**src/rtl/fp_host_ctrl.sv**
```systemverilog
// Host-side sequencer for fp_pipeline: loads IMEM/DMEM, runs for N cycles, streams encoded DMEM out.
// Readback datapath is built only when FP_HOST_READBACK_EN is defined.
module fp_host_ctrl #(
    parameter int unsigned RUN_W     = 24,
    parameter int unsigned ENC_DEPTH = 512
) (
    input  logic             clk,
    input  logic             reset,
    input  logic             cmd_valid,
    output logic             cmd_ready,
    input  logic [1:0]       cmd_op,
    input  logic [1:0]       cmd_sel,
    input  logic [31:0]      cmd_data,
    output logic [31:0]      imem_data,
    output logic [11:0]      imem_addr,
    output logic             imem_we,
    output logic [15:0]      dmem_data_scalar,
    output logic [5:0]       dmem_addr_scalar,
    output logic             dmem_we_external_scalar,
    output logic [15:0]      dmem_data_batch,
    output logic [8:0]       dmem_addr_batch,
    output logic             dmem_we_external_batch,
    output logic [8:0]       dmem_addr_encoded,
    output logic             dmem_re_external_encoded,
    input  logic [15:0]      dmem_out_encoded,
    output logic             pipe_en,
    output logic             rd_valid,
    input  logic             rd_ready,
    output logic [15:0]      rd_data,
    output logic             rd_last,
    output logic             busy,
    output logic             err
);

    localparam logic [1:0] OpWrite    = 2'd0;
    localparam logic [1:0] OpRun      = 2'd1;
    localparam logic [1:0] OpReadback = 2'd2;
    localparam logic [1:0] OpRewind   = 2'd3;

`ifdef FP_HOST_READBACK_EN
    typedef enum logic [2:0] {StIdle, StRun, StRdAddr, StRdCap, StRdWait} state_e;
    localparam logic [8:0] LastIdx = 9'(ENC_DEPTH - 1);
    logic [8:0]  idx_q, idx_d, enc_addr_q, enc_addr_d;
    logic        enc_re_q, enc_re_d, rd_valid_q, rd_valid_d, rd_last_q, rd_last_d;
    logic [15:0] rd_data_q, rd_data_d;
`else
    typedef enum logic [0:0] {StIdle, StRun} state_e;
`endif

    state_e           state_q, state_d;
    logic [11:0]      imem_cnt_q, imem_cnt_d, imem_addr_q, imem_addr_d;
    logic [5:0]       sc_cnt_q, sc_cnt_d, sc_addr_q, sc_addr_d;
    logic [8:0]       bt_cnt_q, bt_cnt_d, bt_addr_q, bt_addr_d;
    logic [31:0]      imem_data_q, imem_data_d;
    logic [15:0]      sc_data_q, sc_data_d, bt_data_q, bt_data_d;
    logic             imem_we_q, imem_we_d, sc_we_q, sc_we_d, bt_we_q, bt_we_d;
    logic             pipe_en_q, pipe_en_d, err_q, err_d;
    logic [RUN_W-1:0] run_cnt_q, run_cnt_d;

    always_comb begin
        state_d     = state_q;
        imem_cnt_d  = imem_cnt_q;
        sc_cnt_d    = sc_cnt_q;
        bt_cnt_d    = bt_cnt_q;
        imem_addr_d = imem_addr_q;
        sc_addr_d   = sc_addr_q;
        bt_addr_d   = bt_addr_q;
        imem_data_d = imem_data_q;
        sc_data_d   = sc_data_q;
        bt_data_d   = bt_data_q;
        imem_we_d   = 1'b0;
        sc_we_d     = 1'b0;
        bt_we_d     = 1'b0;
        pipe_en_d   = pipe_en_q;
        err_d       = err_q;
        run_cnt_d   = run_cnt_q;
`ifdef FP_HOST_READBACK_EN
        idx_d       = idx_q;
        enc_addr_d  = enc_addr_q;
        enc_re_d    = 1'b0;
        rd_valid_d  = rd_valid_q;
        rd_last_d   = rd_last_q;
        rd_data_d   = rd_data_q;
`endif
        unique case (state_q)
            StIdle: begin
                if (cmd_valid) begin
                    unique case (cmd_op)
                        OpWrite: begin
                            unique case (cmd_sel)
                                2'd0: begin
                                    imem_we_d   = 1'b1;
                                    imem_addr_d = imem_cnt_q;
                                    imem_data_d = cmd_data;
                                    imem_cnt_d  = imem_cnt_q + 12'd1;
                                end
                                2'd1: begin
                                    sc_we_d   = 1'b1;
                                    sc_addr_d = sc_cnt_q;
                                    sc_data_d = cmd_data[15:0];
                                    sc_cnt_d  = sc_cnt_q + 6'd1;
                                end
                                2'd2: begin
                                    bt_we_d   = 1'b1;
                                    bt_addr_d = bt_cnt_q;
                                    bt_data_d = cmd_data[15:0];
                                    bt_cnt_d  = bt_cnt_q + 9'd1;
                                end
                                default: err_d = 1'b1;
                            endcase
                        end
                        OpRun: begin
                            if (cmd_data[RUN_W-1:0] != '0) begin
                                state_d   = StRun;
                                pipe_en_d = 1'b1;
                                run_cnt_d = cmd_data[RUN_W-1:0];
                            end
                        end
                        OpReadback: begin
`ifdef FP_HOST_READBACK_EN
                            state_d    = StRdAddr;
                            idx_d      = 9'd0;
                            enc_addr_d = 9'd0;
                            enc_re_d   = 1'b1;
`endif
                        end
                        default: begin
                            imem_cnt_d = '0;
                            sc_cnt_d   = '0;
                            bt_cnt_d   = '0;
                            err_d      = 1'b0;
                        end
                    endcase
                end
            end
            StRun: begin
                // run_cnt_q holds cycles still to go including the current one
                if (run_cnt_q == RUN_W'(1)) begin
                    state_d   = StIdle;
                    pipe_en_d = 1'b0;
                end else begin
                    run_cnt_d = run_cnt_q - RUN_W'(1);
                end
            end
`ifdef FP_HOST_READBACK_EN
            StRdAddr: state_d = StRdCap;
            StRdCap: begin
                rd_data_d  = dmem_out_encoded;
                rd_valid_d = 1'b1;
                rd_last_d  = (idx_q == LastIdx);
                state_d    = StRdWait;
            end
            StRdWait: begin
                if (rd_ready) begin
                    rd_valid_d = 1'b0;
                    rd_last_d  = 1'b0;
                    if (idx_q == LastIdx) begin
                        state_d = StIdle;
                    end else begin
                        idx_d      = idx_q + 9'd1;
                        enc_addr_d = idx_q + 9'd1;
                        enc_re_d   = 1'b1;
                        state_d    = StRdAddr;
                    end
                end
            end
`endif
            default: state_d = StIdle;
        endcase
    end

    always_ff @(posedge clk or negedge reset) begin
        if (!reset) begin
            state_q     <= StIdle;
            imem_cnt_q  <= '0;
            sc_cnt_q    <= '0;
            bt_cnt_q    <= '0;
            imem_addr_q <= '0;
            sc_addr_q   <= '0;
            bt_addr_q   <= '0;
            imem_data_q <= '0;
            sc_data_q   <= '0;
            bt_data_q   <= '0;
            imem_we_q   <= 1'b0;
            sc_we_q     <= 1'b0;
            bt_we_q     <= 1'b0;
            pipe_en_q   <= 1'b0;
            err_q       <= 1'b0;
            run_cnt_q   <= '0;
`ifdef FP_HOST_READBACK_EN
            idx_q       <= '0;
            enc_addr_q  <= '0;
            enc_re_q    <= 1'b0;
            rd_valid_q  <= 1'b0;
            rd_last_q   <= 1'b0;
            rd_data_q   <= '0;
`endif
        end else begin
            state_q     <= state_d;
            imem_cnt_q  <= imem_cnt_d;
            sc_cnt_q    <= sc_cnt_d;
            bt_cnt_q    <= bt_cnt_d;
            imem_addr_q <= imem_addr_d;
            sc_addr_q   <= sc_addr_d;
            bt_addr_q   <= bt_addr_d;
            imem_data_q <= imem_data_d;
            sc_data_q   <= sc_data_d;
            bt_data_q   <= bt_data_d;
            imem_we_q   <= imem_we_d;
            sc_we_q     <= sc_we_d;
            bt_we_q     <= bt_we_d;
            pipe_en_q   <= pipe_en_d;
            err_q       <= err_d;
            run_cnt_q   <= run_cnt_d;
`ifdef FP_HOST_READBACK_EN
            idx_q       <= idx_d;
            enc_addr_q  <= enc_addr_d;
            enc_re_q    <= enc_re_d;
            rd_valid_q  <= rd_valid_d;
            rd_last_q   <= rd_last_d;
            rd_data_q   <= rd_data_d;
`endif
        end
    end

    assign cmd_ready               = (state_q == StIdle);
    assign busy                    = (state_q != StIdle);
    assign err                     = err_q;
    assign pipe_en                 = pipe_en_q;
    assign imem_we                 = imem_we_q;
    assign imem_addr               = imem_addr_q;
    assign imem_data               = imem_data_q;
    assign dmem_we_external_scalar = sc_we_q;
    assign dmem_addr_scalar        = sc_addr_q;
    assign dmem_data_scalar        = sc_data_q;
    assign dmem_we_external_batch  = bt_we_q;
    assign dmem_addr_batch         = bt_addr_q;
    assign dmem_data_batch         = bt_data_q;

`ifdef FP_HOST_READBACK_EN
    assign dmem_addr_encoded        = enc_addr_q;
    assign dmem_re_external_encoded = enc_re_q;
    assign rd_valid                 = rd_valid_q;
    assign rd_last                  = rd_last_q;
    assign rd_data                  = rd_data_q;
`else
    logic unused_rd;
    assign unused_rd                = ^{dmem_out_encoded, rd_ready};
    assign dmem_addr_encoded        = '0;
    assign dmem_re_external_encoded = 1'b0;
    assign rd_valid                 = 1'b0;
    assign rd_last                  = 1'b0;
    assign rd_data                  = '0;
`endif

endmodule

```
**config.mk**
```make
export PLATFORM = sky130hd
export DESIGN_NAME = fp_host_ctrl
export DESIGN_NICKNAME = d
export VERILOG_FILES = /design/src/rtl/fp_host_ctrl.sv
export SDC_FILE = /design/constraint.sdc
export NUM_CORES = 1
export LEC_CHECK = 0
export ABC_AREA = 0
export CAP_MARGIN = 30
export CORE_MARGIN = 4
export CORE_UTILIZATION = 49
export DETAILED_ROUTE_END_ITERATION = 16
export PLACE_DENSITY = 0.81
export SETUP_SLACK_MARGIN = 0.05
export SLEW_MARGIN = 5
export SYNTH_ARGS = -nofsm -noshare
export SYNTH_HDL_FRONTEND = slang
export SYNTH_SLANG_ARGS = --single-unit
```
**constraint.sdc**
```tcl
create_clock -name clk -period 3 [get_ports clk]
set_input_delay 0.75 -clock clk [delete_from_list [all_inputs] [get_ports clk]]
set_output_delay 0.75 -clock clk [all_outputs]
set_load 0.05 [all_outputs]
```
==> results_dict.tcl, run 1 <==
set metrics [dict create \
    status "finished, final reports clean" \
    layout.nets 813 \
    detail-route-antenna-nets 0 \
    swShare_pct 31.9 \
    initialDrtViolationCount 382 \
    die_area_um2 16000 \
    postCtsSetupBuffers 0 \
    critical_path_class "primary input to register" \
    die_span_in_x_um 126 \
    std_cell_rows 42 \
    synth.distinct_cells 53 \
    fillCellCount 951 \
    initial_utilization_pct 50.8 \
    globalRouteTotalUtil_pct 23.0 \
    syn-cell-area_um2 6870 \
    synth-seq-cells 148 \
    part_of_the_yosys_area_used_for_sequential_elements_pct 53.9 \
    pin_count_of_the_biggest_net_entering_global_routing 64 \
    top_level_i_o_count 182 \
    p_seq_share_pct 42.5 \
    post_synth_mux_area_share_pct 15.9 \
    place.gp.congestion 0.922 \
    cp_data_arrival_time_ps 3100 \
    timing.critical_path.from_type "primary input" \
    drive_gt1_share_pct 26.4 \
    cts.sink_count 148 \
    post_cts_hold_buffer_count 0 \
    timing.critical_path.max_delay_family "simple AND/OR/NAND/NOR gates" \
    met3_usage_pct 6.73 \
    timing.critical_path.buf_inv 2 \
    timing.critical_path.cells "clkdlybuf4s50_1 -> inv_1 -> ha_1 -> or3b_2 -> or4_4 -> nor3_1 -> xnor2_1 -> nor2_1" \
    dominant_combinational_cell_family_by_area_after_synthesis "multiplexers" \
    worst_clock_skew_ps 8.90 \
    post-route-min-period_ps 2800 \
    grt_antenna_before_repair 0 \
    critical_path.max_stage_delay_ps 570 \
    first_pass_grt_wire_length_um 29400 \
    grt_most_used_layer "met2" \
    layout_commonest_cell "dfrtp_1" \
    cts-root-to-sink-buffers 2 \
    final_util_pct 68.2 \
    detail_route.wl_per_cell_um 19.0 \
    clock_pin_slew_on_the_worst_setup_and_hold_paths_ps 60 \
    post-route-worst-setup-slack_ps 202 \
    setup_viol 0 \
    rsz0062_at_grt "no" \
    detailedRoute.firstPassIterationCount 5 \
    yosys_most_used_dff "dfrtp_1" \
    synth_enable_flop_cells 0 \
    placement.setup.worst_slack_ps -309 \
    tritoncts.num_buffers 17 \
    synthesized_area_fraction_occupied_by_ao_oa_aoi_and_oai_cells_pct 7.53 \
    detailed_place_hpwl_um 12900 \
    syn-mean-instance-area_um2 12.0 \
    h_tree_levels 4 \
    postCtsResizedCells 0 \
    worst_ep_required_time_ps 3300 \
    finalCritPeriodShare_pct 93.3 \
    max_freq_ghz 0.357 \
    dr_total_vias 5201 \
    synthesis.instances 573 \
    clock-root-buffer "clkbuf_16" \
    latest_clock_arrival_within_the_worst_skew_pair_ps 420 \
    max_slew.worst_pin.slew_ps 649 \
    number_of_port_buffers 136 \
    number_of_global_route_vias_before_repair 5803 \
    die_height_um 126 \
    viasPerCell 5.56 \
    yosys.area_share.simple_pct 11.6 \
    peakVddDrop_uv 388 \
    final_cell_mix "dfrtp_1, clkdlybuf4s50_1, mux2_2, buf_4, nor2_1" \
    crit_path_max_fanout 6 \
    synth-xor-area-share_pct 3.95 \
    gr-usage-met2_pct 40.9 \
    power.switching_mw 1.94 \
    post-route-drc-count 0 \
    final-hold-violation-count 0 \
    hold_class "primary input to async pin" \
    slowest_stage "or4_4" \
    adder_and_majority_gate_portion_of_the_synthesized_area_pct 1.28 \
    totalWireLength_um 17800 \
    diodes 0 \
    coreArea_um2 13500 \
    max_cap_viol_count 0 \
    cts_tree "built" \
    synth_warnings 0 \
    globalRoute.totalOverflow 0 \
    global_route.usage.met1_pct 26.5 \
    timing.max_slew.rel_slack_pct 56.8 \
    timing.final.max_slew_violations 0 \
    cellInternalPower_mw 4.14 \
    power.clock.fraction_pct 34.1 \
    cellLeakagePower_nw 4.19 \
    async_set_or_reset_flop_fraction_in_the_synthesized_netlist_pct 100 \
    syn_to_final_growth_pct 34.1 \
    share_comb_of_total_power_pct 23.4 \
    power-per-cell-area_nw_per_um2 660 \
    critical_path.endpoint_type "register" \
]
[cells by family after synthesis]
family,Yosys count
XOR/XNOR,31
AND/OR/NAND/NOR,150
flip-flops,148
multiplexers,97
other,1
AO/OA/AOI/OAI,68
adder cells (fa/ha/maj),7
buffers and inverters,71
[area by class of cell]
class | instances | area (um2) | area share, %
clock buffers | 21 | 470 | 5.11
multi-input cells | 381 | 2880 | 31.2
inverters | 15 | 56.3 | 0.612
well taps | 176 | 220 | 2.39
flip-flops and latches | 148 | 3700 | 40.2
clock inverters | 8 | 101 | 1.10
repair buffers | 187 | 1780 | 19.3
[registers in the layout, summed over array words and instances, names as in the netlist, 6 cells and up]
| register | flops |
|---|---|
| imem_addr | 12 |
| run_cnt_q | 24 |
| bt_cnt_q | 9 |
| sc_cnt_q | 6 |
| dmem_addr_scalar | 6 |
| dmem_addr_batch | 9 |
| dmem_data_batch | 16 |
| dmem_data_scalar | 16 |
| imem_data | 32 |
| imem_cnt_q | 12 |
[power groups by stage]
stage                     Combinational [mW]  Clock [mW]  Sequential, mW
final                                   1.42        2.07            2.58
after global routing                    1.53        2.20            2.61
after CTS                               1.43        2.10            2.57
after detailed placement                1.42           0            2.59
after global placement                  1.36           0            2.57
after floorplan                        0.695           0            2.83
[stage by stage]
step	TNS (ps)	std cells	hold slack (ps)	instance area [um2]	power [mW]
finish	0	936	317	9210	6.07
global route	0	936	349	9210	6.34
CTS	0	936	338	9200	6.09
detailed placement	-1610	907	492	8630	4.01
global placement	-1300	907	483	8630	3.93
floorplan	0	600	454	6970	3.53
[final timing paths]
path / cells after the start / startpoint / end / slack (ps)
hold reg to reg: 1 / dmem_data_scalar[14]$_DFFE_PN0P_ / dmem_data_scalar[14]$_DFFE_PN0P_ / 500
setup / recovery: 8 / cmd_op[0] / imem_cnt_q[9]$_DFFE_PN0P_ / 200
min in group clk: 1 / dmem_data_scalar[14]$_DFFE_PN0P_ / dmem_data_scalar[14]$_DFFE_PN0P_ / 500
hold / removal: 1 / reset / run_cnt_q[13]$_DFFE_PN0P_ / 320
max in group asynchronous: 2 / reset / imem_cnt_q[8]$_DFFE_PN0P_ / 1990
setup reg to reg: 5 / run_cnt_q[6]$_DFFE_PN0P_ / run_cnt_q[19]$_DFFE_PN0P_ / 440
[per-layer routing]
metal,vias to the layer above,part of all wire (%),routed length (um)
li1,2350,-,-
met5,-,0,0
met1,2623,38,6740
met3,33,6.8,1200
met2,195,54,9540
met4,0,1.9,334
[Yosys cell counts (4+ instances only)]
| library cell | number | area share [%] |
|---|---|---|
| xor2_1 | 17 | 2.2 |
| ha_1 | 7 | 1.3 |
| clkbuf_1 | 20 | 1.1 |
| mux2_2 | 94 | 15 |
| or3_1 | 4 | 0.36 |
| dfrtp_1 | 148 | 54 |
| or4_1 | 7 | 0.77 |
| o21ai_0 | 17 | 1.2 |
| and3_1 | 9 | 0.82 |
| inv_1 | 15 | 0.82 |
| o221a_2 | 12 | 2.0 |
| nand2_1 | 24 | 1.3 |
| nand3_1 | 12 | 0.87 |
| xnor2_1 | 14 | 1.8 |
| nor3_1 | 8 | 0.58 |
| nor2_1 | 41 | 2.2 |
| nand4_1 | 11 | 1.0 |
| a21oi_1 | 12 | 0.87 |
| nor4_1 | 17 | 1.5 |
| nand2b_1 | 4 | 0.36 |
| buf_4 | 28 | 3.1 |
Note: power is estimated with default switching activity, not from simulation.
==> run 2: changes to the inputs <==
--- a/config.mk
+++ b/config.mk
@@ -7,6 +7,7 @@
 export LEC_CHECK = 0
 export ABC_AREA = 0
 export CAP_MARGIN = 30
+export CORE_ASPECT_RATIO = 0.6
 export CORE_MARGIN = 4
 export CORE_UTILIZATION = 49
 export DETAILED_ROUTE_END_ITERATION = 16
==> run 2 against run 1 <==
  * First-iteration DRC count is 19% higher
  * Fmax hardly changed
  * Clock power is 2% higher
  * Combinational power hardly changed
  * Critical path type is now register to register
==> results_dict.tcl, run 2 (same netlist as run 1, synthesis figures left out) <==
set metrics [dict create \
    h_tree_levels 4 \
    cts-root-to-sink-buffers 2 \
    max_slew.worst_pin.slew_ps 662 \
    post-route-min-period_ps 2800 \
    timing.max_slew.rel_slack_pct 55.4 \
    die_height_um 99.7 \
    cellLeakagePower_nw 4.22 \
    top_level_i_o_count 182 \
    cts.sink_count 148 \
    final-hold-violation-count 0 \
    postPlaceCellArea_um2 8680 \
    post-route-cell-area_um2 9270 \
    peakVddDrop_uv 478 \
    power-per-cell-area_nw_per_um2 661 \
    viasPerCell 5.53 \
    clock_pin_slew_on_the_worst_setup_and_hold_paths_ps 60 \
    timing.critical_path.from_type "register" \
    number_of_global_route_vias_before_repair 5705 \
    hold_class "primary input to async pin" \
    cts_tree "built" \
    crit_path_max_fanout 13 \
    initial_utilization_pct 50.2 \
    worst_ep_required_time_ps 3300 \
    globalRouteTotalUtil_pct 23.2 \
    coreArea_um2 13700 \
    max_freq_ghz 0.357 \
    grt_antenna_before_repair 0 \
    std_cell_rows 33 \
    totalWireLength_um 18200 \
    post-route-drc-count 0 \
    clock-root-buffer "clkbuf_16" \
    rsz0062_at_grt "no" \
    diodes 0 \
    max_cap_viol_count 0 \
    postCtsSetupBuffers 0 \
    layout.nets 819 \
    critical_path.endpoint_type "register" \
    timing.final.max_slew_violations 0 \
    layout_commonest_cell "dfrtp_1" \
    detail_route.wl_per_cell_um 18.9 \
    die_span_in_x_um 161 \
    place.gp.congestion 0.910 \
    final_cell_mix "dfrtp_1, clkdlybuf4s50_1, mux2_2, buf_4, nor2_1" \
    detailed_place_hpwl_um 13000 \
    globalRoute.totalOverflow 0 \
    number_of_port_buffers 136 \
    latest_clock_arrival_within_the_worst_skew_pair_ps 410 \
    pin_count_of_the_biggest_net_entering_global_routing 68 \
    setup_viol 0 \
    status "finished, final reports clean" \
    detail-route-antenna-nets 0 \
    finalCritPeriodShare_pct 93.3 \
    first_pass_grt_wire_length_um 29700 \
    fillCellCount 982 \
    syn_to_final_growth_pct 35.0 \
    final_util_pct 67.8 \
    worst_clock_skew_ps 12.4 \
    dr_total_vias 5310 \
    drive_gt1_share_pct 27.1 \
    initialDrtViolationCount 453 \
    largest_reg_flops 32 \
    tritoncts.num_buffers 17 \
    critical_path_class "register to register" \
    cp_data_arrival_time_ps 3090 \
    detailedRoute.firstPassIterationCount 5 \
    die_area_um2 16000 \
]
run 2: cell types whose count changed in the layout (fill, tap and decap cells not counted):
| cell | change |
|---|---|
| inv_6 | +2 |
| clkinv_4 | +1 |
| clkbuf_1 | +1 |
| buf_12 | -1 |
| buf_4 | +7 |
| clkbuf_8 | -3 |
| clkinv_2 | -1 |
| inv_8 | +2 |
run 2: worst paths after layout:
path / from / end / slack [ps] / cells past startpoint
hold / removal: reset / dmem_addr_batch[4]$_DFFE_PN0P_ / 330 / 1
hold reg to reg: dmem_data_scalar[15]$_DFFE_PN0P_ / dmem_data_scalar[15]$_DFFE_PN0P_ / 500 / 1
setup reg to reg: run_cnt_q[8]$_DFFE_PN0P_ / run_cnt_q[14]$_DFFE_PN0P_ / 200 / 6
min in group clk: dmem_data_scalar[15]$_DFFE_PN0P_ / dmem_data_scalar[15]$_DFFE_PN0P_ / 500 / 1
max in group asynchronous: reset / imem_data[19]$_DFFE_PN0P_ / 1910 / 2
setup / recovery: run_cnt_q[8]$_DFFE_PN0P_ / run_cnt_q[14]$_DFFE_PN0P_ / 200 / 6
run 2: power by group:
| group | total [mW] | switching, mW | internal [mW] | leakage (nW) |
|---|---|---|---|---|
| logic | 1.43 | 0.829 | 0.603 | 2.00 |
| registers | 2.58 | 0.325 | 2.26 | 1.94 |
| clock network | 2.11 | 0.870 | 1.24 | 0.274 |
| total | 6.12 | 2.02 | 4.10 | 4.22 |
run 2: stage by stage:
step | total power [mW] | setup slack, ps | hold WS (ps) | cells | setup TNS (ps)
floorplan | 3.53 | 139 | 454 | 600 | 0
global placement | 3.95 | -265 | 487 | 929 | -2190
detailed placement | 4.02 | -308 | 492 | 929 | -2730
CTS | 6.16 | 119 | 361 | 960 | 0
global route | 6.40 | 64.3 | 367 | 960 | 0
finish | 6.12 | 201 | 334 | 960 | 0
run 2: critical path, stage by stage (launching register included):
cell and delay, ps:
dfrtp_1 470, nor4_1 600, nand4_1 250, or4_1 640
o21ai_4 130, inv_1 240, o221a_2 360
run 2: layer usage:
metal | vias up | global-route usage [%] | wire length [um]
li1 | 2388 | - | -
met1 | 2656 | 31.3 | 7810
met2 | 240 | 35.6 | 8260
met3 | 26 | 8.24 | 1800
met4 | 0 | 7.60 | 286
met5 | - | 0 | 0
run 2: area by class of cell:
class | instances | area, um2 | area share, %
well taps | 192 | 240 | 2.59
inverters | 15 | 56.3 | 0.608
clock inverters | 12 | 145 | 1.57
flip-flops and latches | 148 | 3700 | 40.0
repair buffers | 193 | 1810 | 19.5
multi-input cells | 381 | 2880 | 31.0
clock buffers | 19 | 433 | 4.67
run 2: what timing repair did:
action | 4_1_cts | 5_1_grt
hold buffers | 0 | 0
endpoints found under the setup margin | 0 | 3
gates resized for setup | 0 | 1
==> run 3: changes to the inputs <==
--- a/config.mk
+++ b/config.mk
@@ -17,3 +17,4 @@
 export SYNTH_ARGS = -nofsm -noshare
 export SYNTH_HDL_FRONTEND = slang
 export SYNTH_SLANG_ARGS = --single-unit
+export TNS_END_PERCENT = 30
==> results of run 3 <==
Same layout as run 2: the final DEF is identical, and so are final timing and power.
